==> src/rtl/pipe_trace_buffer.sv <==
// Circular on-chip capture of pipeline writeback events with free-run, trigger-stop
// and fill-stop modes, read back by age-relative index through a 1-cycle port.
module pipe_trace_buffer #(
    parameter int unsigned PC_W       = 12,
    parameter int unsigned DATA_W     = 32,
    parameter int unsigned DEPTH_LOG2 = 4,
    parameter int unsigned POST_TRIG  = 8
) (
    input  logic                  clk,
    input  logic                  reset,
    input  logic                  enable,
    input  logic [1:0]            mode,
    input  logic [PC_W-1:0]       trig_pc,
    input  logic                  sample_valid,
    input  logic [PC_W-1:0]       sample_pc,
    input  logic [4:0]            sample_opcode,
    input  logic [DATA_W-1:0]     sample_data,
    input  logic                  rd_req,
    input  logic [DEPTH_LOG2-1:0] rd_idx,
    output logic                  rd_valid,
    output logic                  rd_err,
    output logic [PC_W-1:0]       rd_pc,
    output logic [4:0]            rd_opcode,
    output logic [DATA_W-1:0]     rd_data,
    output logic [1:0]            state,
    output logic [DEPTH_LOG2:0]   count,
    output logic                  triggered,
    output logic                  overflow
);

    localparam int unsigned DEPTH = 2 ** DEPTH_LOG2;
    localparam int unsigned PTR_W = DEPTH_LOG2;
    localparam int unsigned CNT_W = DEPTH_LOG2 + 1;
    localparam int unsigned ENT_W = PC_W + 5 + DATA_W;

    localparam logic [1:0] MODE_FREE = 2'd0;
    localparam logic [1:0] MODE_TRIG = 2'd1;
    localparam logic [1:0] MODE_FILL = 2'd2;

    typedef enum logic [1:0] {
        S_IDLE  = 2'd0,
        S_ARMED = 2'd1,
        S_POST  = 2'd2,
        S_DONE  = 2'd3
    } state_t;

    state_t             state_q, state_d;
    logic               en_q;
    logic [1:0]         mode_q;
    logic [PTR_W-1:0]   wr_ptr;
    logic [PTR_W-1:0]   post_cnt;
    logic [ENT_W-1:0]   mem [DEPTH];

    logic               restart_c;
    logic               wr_en_c;
    logic               full_c;
    logic               trig_hit_c;
    logic               post_last_c;
    logic               fill_last_c;
    logic               rd_hit_c;
    logic [PTR_W-1:0]   rd_addr_c;

    // Next-state and capture control decode.
    always_comb begin
        state_d     = state_q;
        restart_c   = 1'b0;
        wr_en_c     = 1'b0;
        full_c      = 1'b0;
        trig_hit_c  = 1'b0;
        post_last_c = 1'b0;
        fill_last_c = 1'b0;

        restart_c   = enable && !en_q && (state_q == S_IDLE || state_q == S_DONE);
        full_c      = (count == CNT_W'(DEPTH));
        wr_en_c     = sample_valid && (state_q == S_ARMED || state_q == S_POST);
        trig_hit_c  = wr_en_c && (state_q == S_ARMED) && (mode_q == MODE_TRIG)
                      && (sample_pc == trig_pc);
        post_last_c = wr_en_c && (state_q == S_POST)
                      && ((CNT_W'(post_cnt) + CNT_W'(1)) == CNT_W'(POST_TRIG));
        fill_last_c = wr_en_c && (mode_q == MODE_FILL) && (count == CNT_W'(DEPTH - 1));

        case (state_q)
            S_IDLE, S_DONE: begin
                if (restart_c) state_d = S_ARMED;
            end
            S_ARMED: begin
                if (!enable)          state_d = S_IDLE;
                else if (trig_hit_c)  state_d = (POST_TRIG == 0) ? S_DONE : S_POST;
                else if (fill_last_c) state_d = S_DONE;
            end
            S_POST: begin
                if (!enable)          state_d = S_IDLE;
                else if (post_last_c) state_d = S_DONE;
            end
            default: state_d = S_IDLE;
        endcase
    end

    always_ff @(posedge clk or negedge reset) begin
        if (!reset) state_q <= S_IDLE;
        else        state_q <= state_d;
    end

    // Capture bookkeeping: pointers, fill count and sticky flags.
    always_ff @(posedge clk or negedge reset) begin
        if (!reset) begin
            en_q      <= 1'b0;
            mode_q    <= MODE_FREE;
            wr_ptr    <= '0;
            post_cnt  <= '0;
            count     <= '0;
            triggered <= 1'b0;
            overflow  <= 1'b0;
        end else begin
            en_q <= enable;
            if (restart_c) begin
                mode_q    <= (mode == 2'd3) ? MODE_FREE : mode;
                wr_ptr    <= '0;
                post_cnt  <= '0;
                count     <= '0;
                triggered <= 1'b0;
                overflow  <= 1'b0;
            end else if (wr_en_c) begin
                wr_ptr <= wr_ptr + PTR_W'(1);
                if (full_c) overflow <= 1'b1;
                else        count    <= count + CNT_W'(1);
                if (trig_hit_c) begin
                    triggered <= 1'b1;
                    post_cnt  <= '0;
                end else if (state_q == S_POST) begin
                    post_cnt <= post_cnt + PTR_W'(1);
                end
            end
        end
    end

    always_ff @(posedge clk) begin
        if (wr_en_c) mem[wr_ptr] <= {sample_pc, sample_opcode, sample_data};
    end

    // Index 0 is the oldest entry; the RAM read sees pre-write contents.
    assign rd_addr_c = wr_ptr - count[PTR_W-1:0] + rd_idx;
    assign rd_hit_c  = (CNT_W'(rd_idx) < count);

    always_ff @(posedge clk or negedge reset) begin
        if (!reset) begin
            rd_valid  <= 1'b0;
            rd_err    <= 1'b0;
            rd_pc     <= '0;
            rd_opcode <= '0;
            rd_data   <= '0;
        end else begin
            rd_valid <= rd_req;
            if (rd_req) begin
                if (rd_hit_c) begin
                    {rd_pc, rd_opcode, rd_data} <= mem[rd_addr_c];
                    rd_err <= 1'b0;
                end else begin
                    rd_pc     <= '0;
                    rd_opcode <= '0;
                    rd_data   <= '0;
                    rd_err    <= 1'b1;
                end
            end else begin
                rd_err <= 1'b0;
            end
        end
    end

    assign state = state_q;

endmodule

==> config.mk <==
export PLATFORM = sky130hd
export DESIGN_NAME = pipe_trace_buffer
export DESIGN_NICKNAME = d
export VERILOG_FILES = /design/src/rtl/pipe_trace_buffer.sv
export SDC_FILE = /design/constraint.sdc
export NUM_CORES = 1
export LEC_CHECK = 0
export CAP_MARGIN = 5
export CORE_MARGIN = 2
export CORE_UTILIZATION = 55
export CTS_BUF_LIST = sky130_fd_sc_hd__clkbuf_16
export DETAILED_ROUTE_END_ITERATION = 12
export HOLD_SLACK_MARGIN = 0.02
export PLACE_DENSITY = 0.83
export SETUP_SLACK_MARGIN = 0.5
export SLEW_MARGIN = 20
export SYNTH_ARGS = -nofsm -noshare
export SYNTH_HDL_FRONTEND = slang
export SYNTH_SLANG_ARGS = --single-unit
==> constraint.sdc <==
create_clock -name clk -period 2.8 [get_ports clk]
set_input_delay 0.28 -clock clk [delete_from_list [all_inputs] [get_ports clk]]
set_output_delay 0.28 -clock clk [all_outputs]
set_load 0.005 [all_outputs]
==> flow_metrics.py <==
metrics = {
    "final_layout": {
        "drive_above_1_share_pct": 33.82,
        "syn_to_final_growth_pct": 24.81,
        "layout.nets": 2075,
    },
    "synth": {
        "netlist_area_sq_um": 33120,
        "synth.net_count": 1736,
        "synthFlopType": "edfxtp_1",
        "yosys_warnings": 0,
        "synth_edf_count": 784,
        "yosysSeqAreaShare_pct": 76.46,
        "ys_ff_latch": 855,
        "synthArstFlopShare_pct": 8.304,
        "syn_area_per_cell_sq_um": 20.16,
        "yosys.cell_types.count": 44,
        "synthCells": 1643,
    },
    "timing": {
        "fin_crit_sh_pct": 116.8,
        "worst_slew_pin_slew_ps": 796.5,
        "setup_viol": 49,
        "drv_slew": 0,
        "hold_viol_final": 0,
        "setup_tns_ps": -18440,
        "max-slew-margin-rel_pct": 46.73,
        "fmax_mhz": 305.7,
        "worst_slack_ps": -471.1,
        "skew_ps": 48.39,
        "fin_crit_ps": 3271,
        "rsz0062_at_grt": "yes",
    },
    "cts": {
        "root_buffer": "clkbuf_16",
        "cts_buffers": 84,
        "path_clk_slew_ps": 70,
        "cts_tree": "yes",
        "clock_sinks": 855,
        "cts_buffer_depth": 3,
        "h-tree-depth": 3,
        "clk_latency_ps": 690,
    },
    "outcome": {
        "outcome": "finished, violations left",
        "violations": "setup timing",
    },
    "place": {
        "place_congestion": 0.7751,
        "numPortBuffers": 131,
        "dpl.hpwl_um": 46830,
    },
    "detailed_routing": {
        "wirelength_um": 107700,
        "dr_total_vias": 20150,
        "wl_per_cell_um": 38.06,
        "first_pass_iters": 5,
        "drc": 0,
        "first_iter_violations": 3983,
        "antenna_left": 0,
        "via_per_inst": 7.124,
    },
    "worst_setup_path": {
        "slowest_delay_ps": 840,
        "cp_top_family": "adder cells",
        "worstPathCellList": "fa_1 > inv_2 > fa_4 > buf_12 > buf_4 > buf_8 > mux4_2 > nand2_2 > nand3_1 > a32o_2",
        "cp-end-kind": "flip-flop",
        "crit_buf_inv": 4,
        "critical_path_arrival_ps": 3810,
        "critPathKind": "reg -> reg",
        "critical_path_required_ps": 3340,
        "crit_fanout": 8,
        "cp-start-kind": "flip-flop",
        "worst_path_max_delay_cell": "fa_4",
    },
    "die": {
        "row_count": 89,
        "die_area_sq_um": 62190,
        "core-area_sq_um": 59240,
        "dieHeight_um": 249.4,
        "initial_utilization_pct": 55.90,
        "num_io_pins": 132,
        "dieWidth_um": 249.4,
    },
    "worst_hold_path": {
        "hp-class": "in -> reg",
    },
    "global_routing": {
        "grt_max_degree": 50,
        "grt_pass1_vias": 20450,
        "grt_overflow_total": 0,
        "grt_pass1_wl_um": 141300,
        "antenna_found_initial": 5,
        "track_usage_pct": 31.79,
    },
    "run": {
        "maxCapViolations": 0,
    },
}
## state kept, by name (all words and copies together) (netlist names)
| register | count |
|---|---|
| overflow | 1 |
| mode_q | 2 |
| state | 2 |
| wr_ptr | 4 |
| rd_data | 32 |
| en_q | 1 |
| rd_err | 1 |
| rd_opcode | 5 |
| rd_pc | 12 |
| rd_valid | 1 |
| mem | 784 |
| count | 5 |
| post_cnt | 4 |
| triggered | 1 |
## per-stage QoR
step           hold WS, ps  setup WS (ps)  cells  cell area, sq um  utilization, %
2_1_floorplan       -15.59          112.5   1643             33420               -
5_1_grt              214.0         -500.8   2827             41330           69.76
6_report             202.0         -471.1   2829             41330           69.77
4_1_cts              177.8         -360.3   2786             40490           68.35
3_5_place_dp         369.3         -837.0   2592             36910           62.31
3_3_place_gp         367.8         -759.7   2592             36910           62.31
## synth_stat cells, drive strengths merged, types with 9 or more instances
cell      n  area (sq um)
nand2   212         795.8
dfrtp    71          1777
nand3   101         505.5
a32o     49         490.5
and2     16         100.1
buf      44         334.1
xor2     16         140.1
edfxtp  784         23540
inv      20         75.07
ha       18         225.2
clkbuf   44         165.2
mux4    196          4414
nor2      9         33.78
## final timing paths
path | slack, ps | to | from | depth (start not counted)
worst max-delay path | -470 | rd_pc[4] | count[1] | 10
worst min-delay path | 200 | rd_valid | rd_req | 1
worst max register to register | -470 | rd_pc[4] | count[1] | 10
worst min register to register | 490 | rd_data[23] | rd_data[23] | 1
max in group asynchronous | 1790 | rd_data[12] | reset | 3
min in group asynchronous | 220 | rd_data[19] | reset | 2
## cells in the final DEF (no fill, tap or decap), drive strengths merged, types with 2 or more instances in the layout
cell	netlist	routed
dfrtp	71	71
nand3b	5	5
clkdlybuf4s50	0	130
clkinvlp	0	3
fa	3	3
clkinv	0	38
a21oi	3	3
a32o	49	49
nand2b	4	4
edfxtp	784	784
mux4	196	196
xor2	16	16
a21o	3	3
inv	20	41
nor3	4	4
xnor2	7	7
bufinv	0	9
nand2	212	212
mux2i	3	3
and3	3	3
and2	16	18
clkbuf	44	93
diode	0	4
buf	44	200
nand4	5	5
ha	18	18
nor4	4	4
nor2	9	9
o21ai	2	2
o31ai	2	2
nand3	101	101
a31oi	3	3
## area by class of cell
type                            instances  area, sq um
Antenna cell                            4        10.01
Clock buffer                           85         2127
Clock inverter                         71        655.6
Fill cell                            3189        17910
Inverter                               20        75.07
Multi-Input combinational cell        682         7811
Sequential cell                       855        25320
Tap cell                              773        967.2
Timing Repair Buffer                  339         4365
## cell families after synthesis
family          share of synthesized area [%]
simple gates                            4.878
buf+inv                                 1.734
flops                                   76.46
fa+ha+maj                              0.8615
compound gates                          1.972
xor+xnor                               0.6763
mux                                     13.42
## metal layers
metal	up-vias	wire [um]	track usage, %
met5	-	24	0
met4	4	7832	18.33
met3	514	15240	7.781
met2	2256	51260	51.11
met1	10040	33310	39.93
li1	7344	-	-
## what timing repair did
| action | 4_1_cts | 5_1_grt |
|---|---|---|
| pin swaps | 47 | 52 |
| hold buffers | 1 | 0 |
| setup buffers | 29 | 27 |
| gates resized for setup | 70 | 107 |
| endpoints found under the setup margin | 825 | 505 |
| cloned | 8 | 12 |
| hold endpoints to repair | 41 | 0 |
Power is left out: the tool's default activity adds up to more than one toggle a clock period on the data nets, which glitch-free logic cannot reach.
